--- src/rtl/trap_handle_pkg.sv ---
// trap_handle_pkg: privilege levels, cause codes, interrupt priority and CSR indices
package trap_handle_pkg;
   typedef enum logic [1:0] {PRV_U = 2'd0, PRV_S = 2'd1, PRV_M = 2'd3} priv_e;
   localparam logic [5:0] CAUSE_SSI = 6'd1;
   localparam logic [5:0] CAUSE_MSI = 6'd3;
   localparam logic [5:0] CAUSE_STI = 6'd5;
   localparam logic [5:0] CAUSE_MTI = 6'd7;
   localparam logic [5:0] CAUSE_SEI = 6'd9;
   localparam logic [5:0] CAUSE_MEI = 6'd11;
   localparam int IRQ_N = 6;
   localparam logic [5:0] IRQ_PRIO [IRQ_N] = '{CAUSE_MEI, CAUSE_MSI, CAUSE_MTI, CAUSE_SEI, CAUSE_SSI, CAUSE_STI};
   localparam logic [11:0] CSR_SEPC   = 12'h141;
   localparam logic [11:0] CSR_SCAUSE = 12'h142;
   localparam logic [11:0] CSR_STVAL  = 12'h143;
   localparam logic [11:0] CSR_SIP    = 12'h144;
   localparam logic [11:0] CSR_MEPC   = 12'h341;
   localparam logic [11:0] CSR_MCAUSE = 12'h342;
   localparam logic [11:0] CSR_MTVAL  = 12'h343;
   localparam logic [11:0] CSR_MIP    = 12'h344;
endpackage

--- src/rtl/trap_handle_irq_sync.sv ---
// trap_handle_irq_sync: STAGES-deep flop chain for a vector of interrupt lines
module trap_handle_irq_sync #(
   parameter int STAGES = 2,
   parameter int W      = 4
) (
   input  logic         clk_i,
   input  logic         arst_i,
   input  logic [W-1:0] d_i,
   output logic [W-1:0] q_o
);
   logic [STAGES-1:0][W-1:0] s_q;
   // shift the line vector through the chain
   always_ff @(posedge clk_i or posedge arst_i) begin
      if (arst_i) s_q <= '0;
      else begin
         s_q[0] <= d_i;
         for (int i = 1; i < STAGES; i++) s_q[i] <= s_q[i-1];
      end
   end
   assign q_o = s_q[STAGES-1];
endmodule

--- src/rtl/trap_handle.sv ---
// trap_handle: trap decision plus epc/cause/tval/mip state; PRV664_IRQ_SYNC_EN selects SYNC_STAGES-deep irq sync
module trap_handle
   import trap_handle_pkg::*;
#(
   parameter int XLEN        = 64,
   parameter int SYNC_STAGES = 2
) (
   input  logic            clk_i,
   input  logic            arst_i,
   input  logic            irq_mei_i,
   input  logic            irq_mti_i,
   input  logic            irq_msi_i,
   input  logic            irq_sei_i,
   input  logic [1:0]      privilege,
   input  logic            status_mie,
   input  logic            status_sie,
   input  logic [XLEN-1:0] mie,
   input  logic [XLEN-1:0] mideleg,
   input  logic [XLEN-1:0] medeleg,
   input  logic            instr_commit_valid,
   input  logic [XLEN-1:0] commit_pc,
   input  logic            commit_exc,
   input  logic [5:0]      commit_cause,
   input  logic [XLEN-1:0] commit_tval,
   input  logic            csr_commit_valid,
   input  logic            csren,
   input  logic [11:0]     csrindex,
   input  logic [XLEN-1:0] csrdata,
   output logic            trap_m,
   output logic            trap_s,
   output logic            trap_async,
   output logic [XLEN-1:0] trap_cause,
   output logic [XLEN-1:0] mepc,
   output logic [XLEN-1:0] mcause,
   output logic [XLEN-1:0] mtval,
   output logic [XLEN-1:0] sepc,
   output logic [XLEN-1:0] scause,
   output logic [XLEN-1:0] stval,
   output logic [XLEN-1:0] mip,
   output logic [XLEN-1:0] sip
);
`ifdef PRV664_IRQ_SYNC_EN
   localparam int STAGES = SYNC_STAGES;
`else
   localparam int STAGES = 1 + 0 * SYNC_STAGES;
`endif
   localparam logic [XLEN-1:0] SIP_MASK = XLEN'((1 << CAUSE_SSI) | (1 << CAUSE_STI) | (1 << CAUSE_SEI));
   logic [3:0]      irq_s;
   logic [XLEN-1:0] mepc_q, mcause_q, mtval_q, sepc_q, scause_q, stval_q;
   logic [XLEN-1:0] mepc_d, mcause_d, mtval_d, sepc_d, scause_d, stval_d;
   logic            ssip_q, stip_q, seip_q, ssip_d, stip_d, seip_d;
   logic [XLEN-1:0] irq_en;
   logic            m_glob, s_glob, irq_hit, trap_any, to_s, csr_we;
   logic [5:0]      irq_code, code;
   logic [XLEN-1:0] epc, tval;

   trap_handle_irq_sync #(.STAGES(STAGES), .W(4)) u_irq_sync (
      .clk_i  (clk_i),
      .arst_i (arst_i),
      .d_i    ({irq_mei_i, irq_sei_i, irq_mti_i, irq_msi_i}),
      .q_o    (irq_s)
   );

   // assemble mip from synchronised lines and software-writable bits
   always_comb begin
      mip = '0;
      mip[CAUSE_MEI] = irq_s[3];
      mip[CAUSE_SEI] = irq_s[2] | seip_q;
      mip[CAUSE_MTI] = irq_s[1];
      mip[CAUSE_MSI] = irq_s[0];
      mip[CAUSE_SSI] = ssip_q;
      mip[CAUSE_STI] = stip_q;
   end
   assign sip = mip & mideleg & SIP_MASK;

   assign m_glob = (privilege != PRV_M) | status_mie;
   assign s_glob = (privilege == PRV_U) | ((privilege == PRV_S) & status_sie);
   assign irq_en = mip & mie & ((~mideleg & {XLEN{m_glob}}) | (mideleg & {XLEN{s_glob}}));

   // pick the highest-priority enabled interrupt; later iterations are higher priority
   always_comb begin
      irq_hit  = 1'b0;
      irq_code = '0;
      for (int k = IRQ_N - 1; k >= 0; k--) begin
         if (irq_en[IRQ_PRIO[k]]) begin
            irq_hit  = 1'b1;
            irq_code = IRQ_PRIO[k];
         end
      end
   end

   assign trap_any   = instr_commit_valid & (irq_hit | commit_exc);
   assign to_s       = irq_hit ? mideleg[irq_code] : (medeleg[commit_cause] & (privilege != PRV_M));
   assign code       = irq_hit ? irq_code : commit_cause;
   assign trap_m     = trap_any & ~to_s;
   assign trap_s     = trap_any & to_s;
   assign trap_async = instr_commit_valid & irq_hit;
   assign trap_cause = trap_any ? {trap_async, {(XLEN-7){1'b0}}, code} : '0;
   assign epc        = {commit_pc[XLEN-1:1], 1'b0};
   assign tval       = irq_hit ? '0 : commit_tval;
   assign csr_we     = csr_commit_valid & csren;

   // next state: CSR writes first, trap updates override them
   always_comb begin
      mepc_d   = (csr_we && csrindex == CSR_MEPC)   ? {csrdata[XLEN-1:1], 1'b0} : mepc_q;
      mcause_d = (csr_we && csrindex == CSR_MCAUSE) ? csrdata : mcause_q;
      mtval_d  = (csr_we && csrindex == CSR_MTVAL)  ? csrdata : mtval_q;
      sepc_d   = (csr_we && csrindex == CSR_SEPC)   ? {csrdata[XLEN-1:1], 1'b0} : sepc_q;
      scause_d = (csr_we && csrindex == CSR_SCAUSE) ? csrdata : scause_q;
      stval_d  = (csr_we && csrindex == CSR_STVAL)  ? csrdata : stval_q;
      ssip_d   = (csr_we && csrindex == CSR_MIP) ? csrdata[CAUSE_SSI]
               : (csr_we && csrindex == CSR_SIP && mideleg[CAUSE_SSI]) ? csrdata[CAUSE_SSI] : ssip_q;
      stip_d   = (csr_we && csrindex == CSR_MIP) ? csrdata[CAUSE_STI] : stip_q;
      seip_d   = (csr_we && csrindex == CSR_MIP) ? csrdata[CAUSE_SEI] : seip_q;
      if (trap_m) begin
         mepc_d   = epc;
         mcause_d = trap_cause;
         mtval_d  = tval;
      end
      if (trap_s) begin
         sepc_d   = epc;
         scause_d = trap_cause;
         stval_d  = tval;
      end
   end

   // trap CSR state registers
   always_ff @(posedge clk_i or posedge arst_i) begin
      if (arst_i) begin
         mepc_q   <= '0;
         mcause_q <= '0;
         mtval_q  <= '0;
         sepc_q   <= '0;
         scause_q <= '0;
         stval_q  <= '0;
         ssip_q   <= 1'b0;
         stip_q   <= 1'b0;
         seip_q   <= 1'b0;
      end else begin
         mepc_q   <= mepc_d;
         mcause_q <= mcause_d;
         mtval_q  <= mtval_d;
         sepc_q   <= sepc_d;
         scause_q <= scause_d;
         stval_q  <= stval_d;
         ssip_q   <= ssip_d;
         stip_q   <= stip_d;
         seip_q   <= seip_d;
      end
   end

   assign mepc   = mepc_q;
   assign mcause = mcause_q;
   assign mtval  = mtval_q;
   assign sepc   = sepc_q;
   assign scause = scause_q;
   assign stval  = stval_q;
endmodule

--- config.mk ---
export PLATFORM = sky130hd
export DESIGN_NAME = trap_handle
export DESIGN_NICKNAME = d
export VERILOG_FILES = /design/src/rtl/trap_handle_pkg.sv /design/src/rtl/trap_handle_irq_sync.sv /design/src/rtl/trap_handle.sv
export SDC_FILE = /design/constraint.sdc
export NUM_CORES = 1
export LEC_CHECK = 0
export ABC_AREA = 0
export CORE_AREA = 2 2 391 393
export CTS_CLUSTER_DIAMETER = 80
export DETAILED_ROUTE_END_ITERATION = 6
export DIE_AREA = 0 0 393 395
export GPL_TIMING_DRIVEN = 0
export PLACE_DENSITY = 0.42
export SLEW_MARGIN = 20
export SYNTH_ARGS = -nofsm -noshare
export SYNTH_HDL_FRONTEND = slang
export SYNTH_SLANG_ARGS = --single-unit
--- constraint.sdc ---
create_clock -name clk_i -period 14.6 [get_ports clk_i]
set_input_delay 2.92 -clock clk_i [delete_from_list [all_inputs] [get_ports clk_i]]
set_output_delay 2.92 -clock clk_i [all_outputs]
set_load 0.01 [all_outputs]
## Yosys cells after proc, flatten, opt, wreduce, memory -nomap -nowiden

Cells that the tools add are included.

- Order comparisons: 2
- Equality and inequality tests: 10
- Mux-type cells: 34
- Bitwise gates (word level): 19
- Reductions and logical operators: 17

Operator list:

| cell | number |
|---|---|
| 64-bit 2-to-1 mux | 14 |
| 12-bit AND | 4 |
| 12-bit by 10-bit equality test with 1-bit output, second input constant | 4 |
| 12-bit by 9-bit equality test with 1-bit output, second input constant | 4 |
| 6-bit 2-to-1 mux | 6 |
| 6-bit by 7-bit < comparator with 1-bit output, second input constant | 2 |
| 2-bit nonzero test | 7 |
| 1-bit binary-select mux with 6-bit select | 2 |
| 12-bit inverter | 1 |
| 12-bit OR | 1 |
| 1-bit 2-to-1 mux | 11 |
| 10-bit AND | 1 |
| 1-bit logical AND | 9 |
| 1-bit AND | 7 |
| 1-bit OR | 4 |
| 3-bit 2-to-1 mux | 1 |
| 2-bit by 1-bit equality test with 1-bit output, second input constant | 1 |
| 2-bit logical NOT | 1 |
| 2-bit inequality test, second input constant | 1 |
| 1-bit inverter | 1 |

- Flip-flop bits (word level): 391
- Input bits: 416
- Output and inout bits: 579
- Logic and storage cells: 92

## Depth between registers and ports, before layout

Gate-level depths: netlist of run 1.

- Depth after elaboration: 18
- Gate-level depth with buffers: 13
- Mapped depth without buffers: 8

## By module

A second synthesis of run 1 with hierarchy kept.

- Cell total of the unflattened synthesis: 1890
- Area total of the unflattened synthesis: 20269.4 sq um

By module, submodules not included:

| module | times used | cells each | area each (sq um) | seq. area each (sq um) |
|---|---|---|---|---|
| trap_handle | 1 | 1885 | 20165.6 | 9634.2 |
| trap_handle_irq_sync | 1 | 5 | 103.8 | 100.1 |

## Worst setup path before layout of run 1

No wires, ideal clock.

- Path type: input -> output
- Start: in commit_cause[0]
- End: out trap_m
- Arrival time: 5.087 ns
- Setup slack: 6.593 ns
- Stages on the path: 12
- Buffers on the path: 5
- Path through: buf_6 -> buf_6 -> mux4_2 -> mux2i_1 -> nand2_1 -> and3_1 -> a41oi_2 -> nor2_2 -> a211oi_2 -> buf_4 -> buf_6 -> buf_4

- Longest elaborated chain between the ends: 6

RTL lines:

| item | line | text |
|---|---|---|
| start: declaration | trap_handle.sv:23 | `input logic [5:0] commit_cause,` |
| 1-bit binary-select mux with 6-bit select | trap_handle.sv:93 | `assign to_s = irq_hit ? mideleg[irq_code] : (medeleg[commit_cause] & (privilege != PRV_M));` |
| 1-bit 2-to-1 mux (implied by the code) | trap_handle.sv:93 |  |
| 1-bit AND | trap_handle.sv:93 |  |
| 1-bit 2-to-1 mux | trap_handle.sv:93 |  |
| 1-bit inverter | trap_handle.sv:95 | `assign trap_m = trap_any & ~to_s;` |
| 1-bit AND | trap_handle.sv:95 |  |
| end: declaration | trap_handle.sv:29 | `output logic trap_m,` |

No other way between the ends. The select of a mux whose other input is x is not followed.

## Worst setup path in the final report of run 1

- Start: in commit_cause[4]
- End: out trap_m

Same word-level chain as after synthesis.

==> impl_metrics.env, run 1 <==
export IMPL_path_cells="clkdlybuf4s50_1 -> buf_2 -> mux4_2 -> mux2i_1 -> nand2_1 -> and3_1 -> a41oi_2 -> nor2_2 -> a211oi_2 -> buf_4 -> buf_6 -> buf_4 -> clkdlybuf4s50_1"
export IMPL_whs_path_depth=2
export IMPL_synth_area_mm2=0.02029
export IMPL_drt_pass1_iterations=5
export IMPL_ys_types=51
export IMPL_tritoncts="built"
export IMPL_cp_end_kind="primary output"
export IMPL_tightest_slew_ns=1.081
export IMPL_setup_tns_ns=0
export IMPL_grt_start_max_net_pins=91
export IMPL_slew_viol_final=0
export IMPL_globalRouteTotalUtil_pct=14.26
export IMPL_synth_warnings=0
export IMPL_die_w_um=393
export IMPL_ctsResizeCount=0
export IMPL_ys_seq_area_share_pct=47.98
export IMPL_start_kind="input port"
export IMPL_synth_area_leader_cell="dfrtp_1"
export IMPL_postCtsSetupBuffers=0
export IMPL_nNetsFinal=3136
export IMPL_cpPeakStageDelay_ns=0.64
export IMPL_path_delay_family="buffers and inverters"
export IMPL_ant_nets=0
export IMPL_syn_instance_count=1778
export IMPL_power_total_mw=4.469
export IMPL_grt_overflow=0
export IMPL_place_area_mm2=0.03075
export IMPL_setup_ws_ns=4.325
export IMPL_cts_htree_levels=2
export IMPL_yosysTopAreaCellShare_pct=47.98
export IMPL_io_pins=995
export IMPL_fp_row_count=143
export IMPL_holdCritStartpoint="scause[52]"
export IMPL_routed_wl_um=114000
export IMPL_drt_wirelength_per_cell_um=23.75
export IMPL_timing_final_crit_share_pct=70.38
export IMPL_rr_startpoint="seip_q"
export IMPL_initial_core_util_pct=13.42
export IMPL_grt_pass1_vias=17330
export IMPL_p_leak_nw=13.18
export IMPL_die_area_mm2=0.1552
export IMPL_hold_violations=0
export IMPL_cap_viol_max_count=0
export IMPL_synth_edf_count=0
export IMPL_status="finished clean"
export IMPL_rsz0062_at_grt="no"
export IMPL_min_period_ns=10.28
export IMPL_clk_pin_slew_worst_paths_ns=0.06
export IMPL_synthArstFlopShare_pct=100.0
export IMPL_clock_latency_ns=0.68
export IMPL_r2r_end="scause[2]"
export IMPL_syn_avg_cell_area_um2=11.41
export IMPL_final_cell_area_mm2=0.03272
export IMPL_drive_gt1_share_pct=19.17
export IMPL_gp_congestion=0.8192
export IMPL_io_buffers=696
export IMPL_dp_slack_ns=4.092
export IMPL_ctsHoldBuffers=0
export IMPL_reg2reg_depth=12
export IMPL_path_class="in -> out"
export IMPL_die_h_um=395
export IMPL_timing_slew_headroom_pct=27.95
export IMPL_slowest_stage="clkdlybuf4s50_1"
export IMPL_netlist_top_cells_area="dfrtp_1, mux2i_1, mux2_2"
export IMPL_drc=0
export IMPL_crit_arrival_ns=7.36
export IMPL_clockBufferDepth=3
export IMPL_fin_util_pct=21.64
export IMPL_antenna_found_initial=26
export IMPL_ys_flop_type="dfrtp_1"
export IMPL_cts_made_buffers=58
export IMPL_powerDensity_mw_per_mm2=136.6
export IMPL_drt_iter0_markers=739
export IMPL_fmax_mhz=97.32
export IMPL_vdd_ir_drop_max_mv=0.08606
export IMPL_grt_pass1_wl_um=152800
export IMPL_min_to="scause[52]"
export IMPL_worst_path_max_fanout=10
export IMPL_via_count=16800
export IMPL_hold_class="reg -> reg"
export IMPL_synth_seq_cells=389
export IMPL_skew_ns=0.05703
export IMPL_core_area_mm2=0.1512
export IMPL_worst_path_buf_inv=6
export IMPL_cts_root_buf="clkbuf_16"
export IMPL_dp_hpwl_um=89310
export IMPL_crit_required_ns=11.68
export IMPL_setup_viol=0
export IMPL_syn2layout_area_growth_pct=61.28
export IMPL_viasPerCell=3.498
export IMPL_cts_num_sinks=389
export IMPL_r2r_setup_slack_ns=10.49
## logic make-up (layout without fill, tap and decap cells)
family                 after synthesis  after routing  share of synthesized area, %
other                                1            185                       0.01848
and+or+nand+nor                    376            376                         7.456
DFF                                389            389                         47.98
buffers and inverters              297           1107                         10.16
muxes                              549            549                         29.64
AOI/OAI and AO/OA                  166            166                         4.748
## final cells by class
class,count,area (µm²)
Fill cell,16570,118500
Multi-Input combinational cell,1269,9193
Antenna cell,7,17.52
Inverter,6,30.03
Clock inverter,19,249.0
Timing Repair Buffer,705,7207
Clock buffer,86,1707
Tap cell,2030,2540
Buffer,291,2046
Sequential cell,389,9734
## worst reg2reg max path: cells and delay by family (launching register included)
family / cells / cell delay (ns)
AOI/OAI and AO/OA: 6 / 1.72
DFF: 1 / 0.40
and+or+nand+nor: 2 / 0.42
buffers and inverters: 4 / 1.42
## cell usage in the layout, fill, tap and decap left out, types with 3 or more instances in the layout
master | netlist | final
mux2_1 | 101 | 101
clkdlybuf4s50_1 | 0 | 696
o211ai_1 | 3 | 3
o21ai_0 | 6 | 6
o21ai_1 | 3 | 3
inv_6 | 0 | 7
o2bb2ai_1 | 5 | 5
diode_2 | 0 | 7
clkinv_2 | 0 | 3
a32o_1 | 3 | 3
mux4_2 | 16 | 16
nor2_1 | 17 | 14
clkbuf_8 | 0 | 15
or2_2 | 3 | 3
nand4_1 | 4 | 4
buf_16 | 0 | 8
dfrtp_1 | 389 | 389
a21oi_1 | 119 | 119
nand3_1 | 8 | 8
o22ai_1 | 5 | 5
inv_1 | 6 | 5
clkbuf_1 | 48 | 55
buf_2 | 15 | 15
buf_6 | 21 | 21
conb_1 | 1 | 178
a31oi_1 | 3 | 3
nor2b_1 | 8 | 8
and3_1 | 4 | 4
mux2_2 | 154 | 154
clkbuf_2 | 0 | 6
and2_1 | 4 | 4
clkbuf_16 | 0 | 58
nand2_1 | 316 | 316
mux2i_1 | 278 | 278
buf_4 | 205 | 205
nor2_4 | 0 | 4
## state kept, by name, indices dropped and copies added (netlist names)
register / cells
mcause: 64
mtval: 64
scause: 64
stval: 64
mepc: 63
sepc: 63
u_irq_sync.q_o: 4
seip_q: 1
ssip_q: 1
stip_q: 1
## worst max-delay path by stage
| stage | slack [ns] | to | cells past startpoint | from |
|---|---|---|---|---|
| 6_report | 4.32 | trap_m | 13 | commit_cause[4] |
| 5_1_grt | 3.96 | trap_m | 13 | commit_cause[4] |
| 4_1_cts | 4.08 | trap_m | 13 | commit_cause[4] |
| 3_5_place_dp | 4.09 | trap_m | 13 | commit_cause[4] |
| 3_3_place_gp | -7.13 | stval[34] | 2 | arst_i |
| 2_1_floorplan | 0.87 | mcause[0] | 1 | arst_i |
## metrics by stage
step / hold WS [ns] / std cells
6_report: 0.5152 / 4802
3_3_place_gp: 0.5051 / 4681
3_5_place_dp: 0.5112 / 4690
4_1_cts: 0.5192 / 4795
2_1_floorplan: 0.5181 / 1955
5_1_grt: 0.5313 / 4797
## power by group
group          leakage, nW  total, mW  internal, mW  switching (mW)
Combinational         7.25       1.54         0.835           0.701
Clock                0.954       1.45         0.850           0.602
Sequential            4.98       1.48          1.33           0.148
Total                 13.2       4.47          3.02            1.45
## synth_stat cells (all sizes together), types with 6 or more instances
library cell / count
nor2b: 8
mux4: 16
mux2i: 278
buf: 243
clkbuf: 48
a21oi: 119
inv: 6
o21ai: 9
nand2: 316
dfrtp: 389
nor2: 19
nand3: 8
mux2: 255
## routing by layer
layer	vias up	global-route usage [%]	share of wire (%)
met5	-	0	0.063
met1	8249	16.99	40
met2	709	23.53	47
li1	7702	-	-
met4	12	3.845	2.5
met3	123	5.811	10
Note: power is estimated with default switching activity, not from simulation.
==> run 2, diff against run 1 <==
==> constraint.sdc (replaced) <==
create_clock -name clk_i -period 8.76 [get_ports clk_i]
set_input_delay 1.752 -clock clk_i [delete_from_list [all_inputs] [get_ports clk_i]]
set_output_delay 1.752 -clock clk_i [all_outputs]
set_load 0.01 [all_outputs]
==> run 2 against run 1 <==
Final cell count grew 0.21%. Critical path depth did not move. Design area increased by 0.21%. Core utilization hardly changed. Register-to-register slack got worse by 5.7 ns. Flip-flop and latch count unchanged. Routed wire length decreased by 1.1%. Critical path type unchanged.
==> impl_metrics.env, run 2 (synthesized netlist as in run 1, its figures left out) <==
export IMPL_status="finished clean"
export IMPL_postCtsSetupBuffers=0
export IMPL_viasPerCell=3.513
export IMPL_final_cell_area_mm2=0.03279
export IMPL_fin_util_pct=21.69
export IMPL_cap_viol_max_count=0
export IMPL_grt_overflow=0
export IMPL_place_area_mm2=0.03096
export IMPL_cts_htree_levels=2
export IMPL_dp_hpwl_um=90700
export IMPL_cts_root_buf="clkbuf_16"
export IMPL_path_class="in -> out"
export IMPL_layout_cells_non_filler=4812
export IMPL_gp_congestion=0.8062
export IMPL_clock_latency_ns=0.66
export IMPL_grt_pass1_wl_um=152600
export IMPL_clk_pin_slew_worst_paths_ns=0.06
export IMPL_min_period_ns=7.864
export IMPL_nNetsFinal=3145
export IMPL_dp_cells=4702
export IMPL_grt_pass1_vias=17930
export IMPL_drt_met1_wl_um=46840
export IMPL_path_delay_family="buffers and inverters"
export IMPL_vdd_ir_drop_max_mv=0.1435
export IMPL_drt_pass1_iterations=7
export IMPL_drive_gt1_share_pct=19.16
export IMPL_skew_ns=0.02717
export IMPL_start_kind="input port"
export IMPL_die_w_um=393
export IMPL_reg2reg_depth=12
export IMPL_cpPeakStageDelay_ns=0.57
export IMPL_final_cell_mix="clkdlybuf4s50_1, dfrtp_1, nand2_1"
export IMPL_path_cells="clkdlybuf4s50_1 -> nand2_1 -> or2_1 -> a222oi_1 -> o211a_1 -> buf_2 -> nand2_1 -> nor2_2 -> a32o_1 -> buf_4 -> buf_6 -> buf_4 -> clkdlybuf4s50_1"
export IMPL_grt_start_max_net_pins=30
export IMPL_r2r_end="scause[2]"
export IMPL_power_total_mw=7.292
export IMPL_cts_num_sinks=389
export IMPL_fmax_mhz=127.2
export IMPL_min_to="scause[49]"
export IMPL_met3_length_um=10440
export IMPL_slew_viol_final=0
export IMPL_die_h_um=395
export IMPL_setup_viol=0
export IMPL_drt_iter0_markers=646
export IMPL_powerDensity_mw_per_mm2=222.4
export IMPL_r2r_setup_slack_ns=4.77
export IMPL_drt_wirelength_per_cell_um=23.45
export IMPL_routed_wl_um=112800
export IMPL_whs_path_depth=2
export IMPL_final_common_cell="clkdlybuf4s50_1"
export IMPL_holdCritStartpoint="scause[49]"
export IMPL_setup_ws_ns=0.8964
export IMPL_globalRouteTotalUtil_pct=14.14
export IMPL_rr_startpoint="u_irq_sync.q_o[2]"
export IMPL_worst_path_max_fanout=10
export IMPL_io_buffers=696
export IMPL_syn2layout_area_growth_pct=61.61
export IMPL_rsz0062_at_grt="no"
export IMPL_crit_required_ns=7.01
export IMPL_antenna_found_initial=16
export IMPL_ant_nets=0
export IMPL_crit_arrival_ns=6.11
export IMPL_nFillCells=16430
export IMPL_initial_core_util_pct=13.42
export IMPL_hold_class="reg -> reg"
export IMPL_drc=0
export IMPL_die_area_mm2=0.1552
export IMPL_tightest_slew_ns=1.010
export IMPL_ctsResizeCount=0
export IMPL_p_leak_nw=13.19
export IMPL_slowest_stage="clkdlybuf4s50_1"
export IMPL_cp_end_kind="primary output"
export IMPL_timing_final_crit_share_pct=89.77
export IMPL_io_pins=995
export IMPL_dr_wl_met2_um=52880
export IMPL_highest_layer="met5"
export IMPL_fp_row_count=143
export IMPL_cts_made_buffers=55
export IMPL_clockBufferDepth=3
export IMPL_worst_path_buf_inv=6
export IMPL_timing_slew_headroom_pct=32.64
export IMPL_tritoncts="built"
export IMPL_via_count=16910
export IMPL_dp_slack_ns=0.7005
export IMPL_ctsHoldBuffers=0
export IMPL_hold_violations=0
export IMPL_core_area_mm2=0.1512
[run 2: changes by cell type in the layout (fill, tap and decap cells not counted), moves of 3 or more]
| cell | before | now |
|---|---|---|
| diode_2 | 7 | 11 |
| clkbuf_1 | 55 | 59 |
| clkinv_2 | 3 | 6 |
| clkinvlp_4 | 1 | 5 |
| clkbuf_16 | 58 | 55 |
| inv_6 | 7 | 1 |
| buf_12 | 1 | 15 |
| clkbuf_8 | 15 | 10 |
[run 2: report_power, final]
group | leakage, nW | switching (mW) | internal (mW)
clock network | 0.865 | 0.950 | 1.31
registers | 4.98 | 0.252 | 2.22
logic | 7.35 | 1.15 | 1.40
total | 13.2 | 2.36 | 4.93
[run 2: tightest hold or removal path: stages (launching register included)]
cell     delay, ns
dfrtp_1       0.37
nand2_1       0.06
a21oi_1       0.05
[run 2: final cells by class]
type	count	area (µm²)	area share (%)
plain buffers	291	2046	6.239
well taps	2030	2540	7.746
multi-input cells	1269	9186	28.02
clock buffers	82	1578	4.812
clock inverters	17	220.2	0.6716
flip-flops and latches	389	9734	29.69
repair buffers	717	7432	22.67
inverters	6	26.28	0.08013
diodes	11	27.53	0.08395
[run 2: worst max-delay path by stage]
stage,from,endpoint,slack [ns],cells past startpoint
2_1_floorplan,arst_i,mcause[0],1.78,1
3_3_place_gp,arst_i,mcause[61],-2.43,2
3_5_place_dp,privilege[1],trap_s,0.70,13
4_1_cts,privilege[1],trap_s,0.68,13
5_1_grt,privilege[1],trap_s,0.51,13
6_report,privilege[1],trap_s,0.90,13
[run 2: metal layers]
layer	up-vias	track usage, %
met5	-	0
met4	8	3.606
met3	121	5.087
met2	681	23.58
met1	8351	17.11
li1	7744	-
[run 2: stage by stage]
step | TNS, ns | hold slack (ns)
3_5_place_dp | 0 | 0.5117
6_report | 0 | 0.5167
3_3_place_gp | -896.02 | 0.5056
4_1_cts | 0 | 0.5200
5_1_grt | 0 | 0.5344
2_1_floorplan | 0 | 0.5181
